### src/rtl/pc_unit_ras.sv
// Program counter with fetch stall, a circular return-address stack and
// optional exception entry/return (enabled by defining PC_UNIT_EXC_EN).
module pc_unit_ras #(
    parameter int          WIDTH        = 32,
    parameter logic [31:0] RESET_VECTOR = 32'h0000_0000,
    parameter logic [31:0] EXC_VECTOR   = 32'h0000_0180,
    parameter int          RAS_DEPTH    = 4,
    parameter int          RAS_PTR_W    = 2
) (
    input  logic                 clk,
    input  logic                 rst_n,
    input  logic                 stall,
    input  logic [2:0]           pc_control,
    input  logic [25:0]          jump_address,
    input  logic [15:0]          branch_offset,
    input  logic [WIDTH-1:0]     reg_address,
    input  logic                 exc_req,
    input  logic                 eret,
    output logic [WIDTH-1:0]     pc,
    output logic [WIDTH-1:0]     pc_plus_4,
    output logic [WIDTH-1:0]     ras_top,
    output logic [RAS_PTR_W:0]   ras_count,
    output logic                 ras_overflow,
    output logic                 ras_mispredict,
    output logic [WIDTH-1:0]     epc,
    output logic                 in_exception
);

    localparam logic [WIDTH-1:0]     LP_RESET_PC = WIDTH'(RESET_VECTOR);
    localparam logic [WIDTH-1:0]     LP_EXC_PC   = WIDTH'(EXC_VECTOR);
    localparam logic [RAS_PTR_W:0]   LP_DEPTH    = (RAS_PTR_W+1)'(RAS_DEPTH);
    localparam logic [RAS_PTR_W-1:0] LP_LAST     = RAS_PTR_W'(RAS_DEPTH - 1);

    logic [WIDTH-1:0]     r_pc;
    logic [WIDTH-1:0]     r_ras [RAS_DEPTH];
    logic [RAS_PTR_W-1:0] r_wptr;
    logic [RAS_PTR_W:0]   r_count;
    logic                 r_overflow;
    logic                 r_mispredict;

    logic [WIDTH-1:0]     w_pc_next;
    logic [WIDTH-1:0]     w_jump_target;
    logic [WIDTH-1:0]     w_branch_target;
    logic [RAS_PTR_W-1:0] w_top_idx;
    logic [RAS_PTR_W-1:0] w_wptr_inc;
    logic                 w_push;
    logic                 w_pop;
    logic                 w_mispredict_next;
    logic                 w_exc_take;
    logic                 w_eret_take;

    assign pc             = r_pc;
    assign pc_plus_4      = r_pc + WIDTH'(4);
    assign ras_count      = r_count;
    assign ras_overflow   = r_overflow;
    assign ras_mispredict = r_mispredict;

    generate
        if (WIDTH > 28) begin : g_jump_hi
            assign w_jump_target = {pc_plus_4[WIDTH-1:28], jump_address, 2'b00};
        end else begin : g_jump_lo
            assign w_jump_target = {jump_address, 2'b00};
        end
    endgenerate

    assign w_branch_target = pc_plus_4 + {{(WIDTH-18){branch_offset[15]}}, branch_offset, 2'b00};

    // r_wptr is the next write slot; the top entry sits one slot below it, wrapping.
    assign w_top_idx  = (r_wptr == '0)     ? LP_LAST : r_wptr - 1'b1;
    assign w_wptr_inc = (r_wptr == LP_LAST) ? '0     : r_wptr + 1'b1;
    assign ras_top    = (r_count == '0) ? '0 : r_ras[w_top_idx];

`ifdef PC_UNIT_EXC_EN
    logic [WIDTH-1:0] r_epc;
    logic             r_in_exception;

    assign w_exc_take   = exc_req & ~r_in_exception;
    assign w_eret_take  = eret & r_in_exception;
    assign epc          = r_epc;
    assign in_exception = r_in_exception;

    always_ff @(posedge clk or negedge rst_n) begin
        if (!rst_n) begin
            r_epc          <= '0;
            r_in_exception <= 1'b0;
        end else if (w_exc_take) begin
            r_epc          <= r_pc;
            r_in_exception <= 1'b1;
        end else if (w_eret_take) begin
            r_in_exception <= 1'b0;
        end
    end
`else
    logic w_unused_exc;

    assign w_unused_exc = exc_req ^ eret;
    assign w_exc_take   = 1'b0;
    assign w_eret_take  = 1'b0;
    assign epc          = '0;
    assign in_exception = 1'b0;
`endif

    // Exception, eret and stall all pre-empt pc_control and cancel any RAS push/pop.
    always_comb begin
        w_pc_next = pc_plus_4;
        w_push    = 1'b0;
        w_pop     = 1'b0;
        if (w_exc_take) begin
            w_pc_next = LP_EXC_PC;
        end else if (w_eret_take) begin
            w_pc_next = epc;
        end else if (stall) begin
            w_pc_next = r_pc;
        end else begin
            case (pc_control)
                3'b001: w_pc_next = w_jump_target;
                3'b010: w_pc_next = reg_address;
                3'b011: w_pc_next = w_branch_target;
                3'b100: begin
                    w_pc_next = w_jump_target;
                    w_push    = 1'b1;
                end
                3'b101: begin
                    w_pc_next = reg_address;
                    w_pop     = 1'b1;
                end
                default: w_pc_next = pc_plus_4;
            endcase
        end
    end

    assign w_mispredict_next = w_pop & ((r_count == '0) | (ras_top != reg_address));

    always_ff @(posedge clk or negedge rst_n) begin
        if (!rst_n) begin
            r_pc         <= LP_RESET_PC;
            r_mispredict <= 1'b0;
        end else begin
            r_pc         <= w_pc_next;
            r_mispredict <= w_mispredict_next;
        end
    end

    // A push when full overwrites the oldest slot, which is exactly where r_wptr points.
    always_ff @(posedge clk or negedge rst_n) begin
        if (!rst_n) begin
            for (int i = 0; i < RAS_DEPTH; i++) begin
                r_ras[i] <= '0;
            end
            r_wptr     <= '0;
            r_count    <= '0;
            r_overflow <= 1'b0;
        end else if (w_push) begin
            r_ras[r_wptr] <= pc_plus_4;
            r_wptr        <= w_wptr_inc;
            if (r_count == LP_DEPTH) begin
                r_overflow <= 1'b1;
            end else begin
                r_count <= r_count + 1'b1;
            end
        end else if (w_pop && (r_count != '0)) begin
            r_wptr  <= w_top_idx;
            r_count <= r_count - 1'b1;
        end
    end

endmodule
### config.mk
export PLATFORM = sky130hd
export DESIGN_NAME = pc_unit_ras
export DESIGN_NICKNAME = d
export VERILOG_FILES = /design/src/rtl/pc_unit_ras.sv
export SDC_FILE = /design/constraint.sdc
export NUM_CORES = 1
export LEC_CHECK = 0
export CAP_MARGIN = 25
export CORE_AREA = 2 2 186 188
export DETAILED_ROUTE_END_ITERATION = 8
export DIE_AREA = 0 0 188 190
export PLACE_DENSITY = 0.69
export SKIP_LAST_GASP = 1
export SYNTH_ARGS = -nofsm -noshare
export SYNTH_HDL_FRONTEND = slang
export SYNTH_SLANG_ARGS = --single-unit
### constraint.sdc
create_clock -name clk -period 7.41 [get_ports clk]
set_input_delay 1.482 -clock clk [delete_from_list [all_inputs] [get_ports clk]]
set_output_delay 1.482 -clock clk [all_outputs]
set_load 0.05 [all_outputs]
==> results of run 1 <==
-- metrics by stage --
stage               area (um2)  setup WS (ps)  utilization [%]
floorplan                11700           3020                -
global placement         13600           2460             40.0
detailed placement       13600           2420             40.1
CTS                      14200           2130             41.8
global route             14200           1930             41.8
finish                   14200           2080             41.8
-- report_power, final --
group	switching [W]	leakage, nW	internal (W)
clock	0.000395	0.266	0.000474
sequential	0.000262	2.03	0.00130
combinational	0.00244	3.73	0.00146
total	0.00310	6.02	0.00324
-- state kept, by name, summed over array words and instances (netlist names) --
name,cells
ras_count,3
ras_overflow,1
r_ras,128
pc,32
r_wptr,2
ras_mispredict,1
-- cells in the mapped netlist, types with 4 or more instances --
master	instances
xnor2_1	39
clkbuf_1	54
nand3_1	25
a31oi_1	6
a211oi_1	10
mux4_2	32
and3_1	10
ha_1	38
a2bb2oi_1	5
dfrtp_1	167
nand4_1	7
buf_4	38
nor4_1	7
inv_1	58
nand2_1	60
nor2b_1	9
and2_1	40
mux2_2	22
a21oi_1	196
o21ai_1	5
a21o_1	21
mux2i_1	31
o21ai_0	52
and4_1	7
o221ai_1	9
o22ai_1	10
nand2b_1	8
nor3_1	10
buf_2	18
buf_1	4
xor2_1	38
o211ai_1	8
a22oi_1	13
nor2_1	173
a221oi_1	9
-- worst max-delay path: stages, from the launching register on --
cell	delay [ps]
dfrtp_1	500
and4_1	280
and4_1	480
and4_1	440
nand3_1	130
xor2_1	590
inv_1	210
clkdlybuf4s50_1	770
-- path summary, 6_finish.rpt --
| path | from | endpoint | slack (ps) |
|---|---|---|---|
| min in group asynchronous | rst_n | r_ras[29] | 1150 |
| min reg2reg | ras_overflow | ras_overflow | 480 |
| max in group asynchronous | rst_n | r_ras[64] | 4770 |
| max | pc[4] | pc_plus_4[29] | 2080 |
| max reg2reg | pc[4] | pc[31] | 2660 |
| min | ras_overflow | ras_overflow | 480 |
-- final cells by class --
cell class | instances | area (um2) | area share (%)
Clock buffer | 19 | 443 | 3.12
Clock inverter | 13 | 123 | 0.864
Multi-Input combinational cell | 992 | 6710 | 47.3
Timing Repair Buffer | 196 | 1930 | 13.6
Tap cell | 455 | 569 | 4.01
Inverter | 63 | 236 | 1.67
Sequential cell | 167 | 4180 | 29.5
-- layer usage --
metal | global-route usage, % | part of all wire, % | up-vias
met3 | 4.50 | 8.1 | 66
met2 | 35.4 | 47 | 465
met1 | 28.9 | 42 | 5083
li1 | - | - | 4815
met5 | 0 | 0 | -
met4 | 7.84 | 3.1 | 0
-- cell families after synthesis --
kind of cell               count (synthesis)
AOI/OAI and AO/OA                        381
xor gates and xnor gates                  80
adders and majority gates                 40
buffers and inverters                    180
DFF                                      167
muxes                                     85
other                                      1
and+or+nand+nor                          373
==> impl_results.md, run 1 <==
- Status: finished clean
- 1st-pass router iterations: 6
- Synth Area in Simple Gates: between 10% and 20%
- PortBufs: 180
- Clock Tree Buf Depth: 2
- Synth Area in XOR/XNOR: 6.23%
- Post-synthesis cell type count: 76
- DIE HEIGHT: 190 um
- DR DRC count: 0
- Sink Count: 167
- Leading cell type in the layout, fill and taps excluded: a21oi_1
- # H-tree levels: 4
- Vias/cell: 5.47
- Layout cell share with drive strength beyond 1: 9.17%
- Core area: 33900 um2
- Vias in the first global route: 10000
- First-pass GRT wire length: 59.7 mm
- Max-slew violation count: 0
- Share of the synthesized area in the top cell type: 36.0%
- YS warnings: 0
- DR vias: between 10000 and 15000
- Setup TNS: 0 ps
- Post-DP HPWL: 29.4 mm
- Ant. Diodes: 0
- Async set-reset flop share out of synthesis: 100%
- I/O Pins: roughly 220
- Clock slew at reported path FFs: 70 ps
- Post-route ant nets: 0
- Max FO, Critical Path: 8
- Leading post-synthesis cells by cell area: dfrtp_1, a21oi_1, mux4_2
- Cells after synthesis: 1307
- Period utilisation layout: between 70 and 80%
- WHS: 478 ps
- CP Class: flop to primary output
- Rows: 68
- Final hold vios: 0
- Hold Crit Class: flop to flop
- Post-CTS setup buffers: 0
- CTS buffer count: 17
- CTS root buf: clkbuf_16
- Setup violators final: 0
- # hold bufs at CTS: 0
- CP Data Required Time: 5930 ps
- Wire length per cell: 20.6 um
- Grt ovf: 0
- Cts repair resizes: 0
- Register bit total from synthesis: 167
- Synth Area in Adders: under 10%
- GRT Overall Usage: between 20% and 30%
- RSZ-0062 raised after global routing: no
- Most frequent cells in the layout: a21oi_1, clkdlybuf4s50_1, nor2_1
- Antenna violations before repair: 0
- DR iter-0 viols: between 1000 and 1500
- Cells after DPL: between 1500 and 2000
- CTS tree: built
- Mux contribution to synthesized area: 11.0%
- Syn Area/Cell: between 8 and 9 um2
- EDFF count, synth: 0
- Fmax: about 190 MHz
- Layout Cells excl Fill: around 1900
- Worst setup EP type: primary output
- Yosys top cell by area: dfrtp_1
- Area growth syn-to-layout: 22.2%
- Hold Path Depth: 1
- Clk_lat worst skew: approximately 440 ps
- Power Density: 447 nW/um2
- NumNets Final: 1559
- Die ar.: about 36000 um2
- Slew HR: approximately a third
- Synth Area in Compound Gates: 19.8%
- R2R depth: 15
- Critical Path Start Type: flop
- Post-route minimum period: 5330 ps
- Leakage power: 6.02 nW
- Power consumption: roughly 0.0063 W
- Fill cell count: approximately 3300
- Max Cap Viol: 0
- Die W: roughly 190 um
- Sequential area share after synthesis: 36.0%
- Drt total wl: between 30 and 40 mm
- Worst EP arrival: 3850 ps
- Worst VDD drop: 0.362 mV
- Largest net degree at the start of global routing: 94
- GP Congestion: 0.887
- Area of the mapped netlist: 11600 um2
- Initial Util: 34.2%
- Slew @ Worst Pin: around 990 ps
- Setup Skew: 12.5 ps
- Largest family of logic cells by synthesized area: compound AO/OA/AOI/OAI gates
- Synth Flop Type: dfrtp_1
No activity file was read; power rests on OpenSTA's default activity.
==> run 2, diff against run 1 <==
--- a/config.mk
+++ b/config.mk
@@ -9,7 +9,7 @@
 export CORE_AREA = 2 2 186 188
 export DETAILED_ROUTE_END_ITERATION = 8
 export DIE_AREA = 0 0 188 190
-export PLACE_DENSITY = 0.69
+export PLACE_DENSITY = 0.71
 export SKIP_LAST_GASP = 1
 export SYNTH_ARGS = -nofsm -noshare
 export SYNTH_HDL_FRONTEND = slang
==> constraint.sdc (replaced) <==
create_clock -name clk -period 4.3 [get_ports clk]
set_input_delay 0.86 -clock clk [delete_from_list [all_inputs] [get_ports clk]]
set_output_delay 0.86 -clock clk [all_outputs]
set_load 0.05 [all_outputs]
==> impl_results.md, run 2 (synthesis gave the netlist of run 1 again) <==
- Status: finished clean
- Vias in the first global route: roughly 10000
- Clock slew at reported path FFs: 70 ps
- Post-route minimum period: 4160 ps
- Core area: 33900 um2
- Drt total wl: 39.6 mm
- Grt ovf: 0
- Max FFs per register: 128
- I/O Pins: between 200 and 250
- Vias/cell: between 5 and 6
- Leakage power: 6.34 nW
- Clock Tree Buf Depth: 2
- Critical Path Start Type: flop
- Layout Cells excl Fill: 1953
- RSZ-0062 raised after global routing: yes
- 1st-pass router iterations: 6
- Worst EP arrival: 3300 ps
- DR vias: 10800
- Clk_lat worst skew: ~430 ps
- CP Data Required Time: 3440 ps
- Setup violators final: 0
- First-pass GRT wire length: 60.0 mm
- Antenna violations before repair: 1
- GP Congestion: 0.950
- Leading cell type in the layout, fill and taps excluded: a21oi_1
- DIE HEIGHT: roughly 190 um
- Initial Util: between 30% and 40%
- Sink Count: 167
- Slew @ Worst Pin: 819 ps
- Area of the multi-input gates: 6720 um2
- Die ar.: 35700 um2
- Max Cap Viol: 0
- Max FO, Critical Path: 8
- Fmax: roughly 240 MHz
- Layout cell share with drive strength beyond 1: between 10% and 20%
- Power Density: 762 nW/um2
- DR DRC count: 0
- Cells after DPL: 1921
- # H-tree levels: 4
- Rows: 68
- Period utilisation layout: 96.8%
- GRT Overall Usage: 21.9%
- Largest Register: r_ras
- Ant. Diodes: 0
- Hold Crit Class: input port to async pin
- Post-DP HPWL: 30.3 mm
- NumNets Final: about 1600
- DR iter-0 viols: 1244
- Max-slew violation count: 0
- CTS tree: built
- Post-route ant nets: 0
- CTS buffer count: 17
- Slew HR: a little under half
- Worst VDD drop: 0.731 mV
- Die W: 188 um
- Post-CTS setup buffers: 0
- Setup Skew: 12.8 ps
- Power consumption: around 0.011 W
- Largest net degree at the start of global routing: 59
- Worst setup EP type: primary output
- CTS root buf: clkbuf_16
- # hold bufs at CTS: 0
- Wire length per cell: roughly 20 um
- Most frequent cells in the layout: a21oi_1, nor2_1, dfrtp_1
- CP Class: flop to primary output
- Final hold vios: 0
- Area growth syn-to-layout: 25.4%
- Fill cell count: 3243
- PortBufs: 180
- FF+latch area: 4190 um2
## run 2: cell count changes in the layout (fill, tap and decap cells not counted), moves of 2 or more
cell,previous run,this run
clkdlybuf4s50_1,177,144
clkinv_4,3,5
buf_12,0,4
buf_4,14,92
dfrtp_2,0,6
clkinvlp_4,4,2
dfrtp_1,167,161
## run 2: final cells by class
class / count / area share, %
Inverter: 63 / 1.63
Tap cell: 455 / 3.91
Clock inverter: 15 / 1.17
Multi-Input combinational cell: 992 / 46.2
Clock buffer: 17 / 2.92
Sequential cell: 167 / 28.8
Timing Repair Buffer: 244 / 15.4
## run 2: stage by stage
stage               setup TNS [ps]  cell area [um2]  hold slack [ps]  util [%]  setup WS (ps)
floorplan                        0            11700              475         -           29.7
global placement                 0            13900              460      41.1            233
detailed placement               0            13900              467      41.1            174
CTS                              0            14500              409      42.8            122
global route                 -24.6            14600              427      42.9          -18.8
finish                           0            14600              392      42.9            139
## run 2: path summary, 6_finish.rpt
path,slack (ps),startpoint,depth (start not counted),endpoint
worst min register to register,490,ras_overflow,1,ras_overflow
worst min-delay path,390,rst_n,1,r_ras[121]
max in group asynchronous,2920,rst_n,2,r_ras[7]
worst max-delay path,140,pc[9],8,pc_plus_4[26]
min in group clk,490,ras_overflow,1,ras_overflow
worst max register to register,170,pc[5],16,pc[26]
## run 2: per-layer routing
metal,vias to the layer above,share of wire (%),track usage (%)
li1,4911,-,-
met1,5284,41,28.5
met2,561,47,35.8
met3,65,9.3,5.07
met4,0,2.4,7.27
met5,-,0,0
## run 2: power breakdown
part	total, W	switching [W]	leakage, nW	internal, W
Sequential	0.00269	0.000448	2.02	0.00224
Combinational	0.00682	0.00429	4.03	0.00252
Clock	0.00158	0.000708	0.287	0.000871
Total	0.0111	0.00545	6.34	0.00564
## run 2: what timing repair did
action	in CTS	in global routing
endpoints found under the hold margin	0	0
setup endpoints to repair	0	8
resized for setup	0	5
## run 2: worst max-delay path, cell delays in order (launching register included)
cell and delay (ps):
dfrtp_1 500, and4_1 320, and4_1 290, and3_2 280, and3_1 240, xnor2_1 90
buf_4 160, inv_1 140, clkdlybuf4s50_1 850
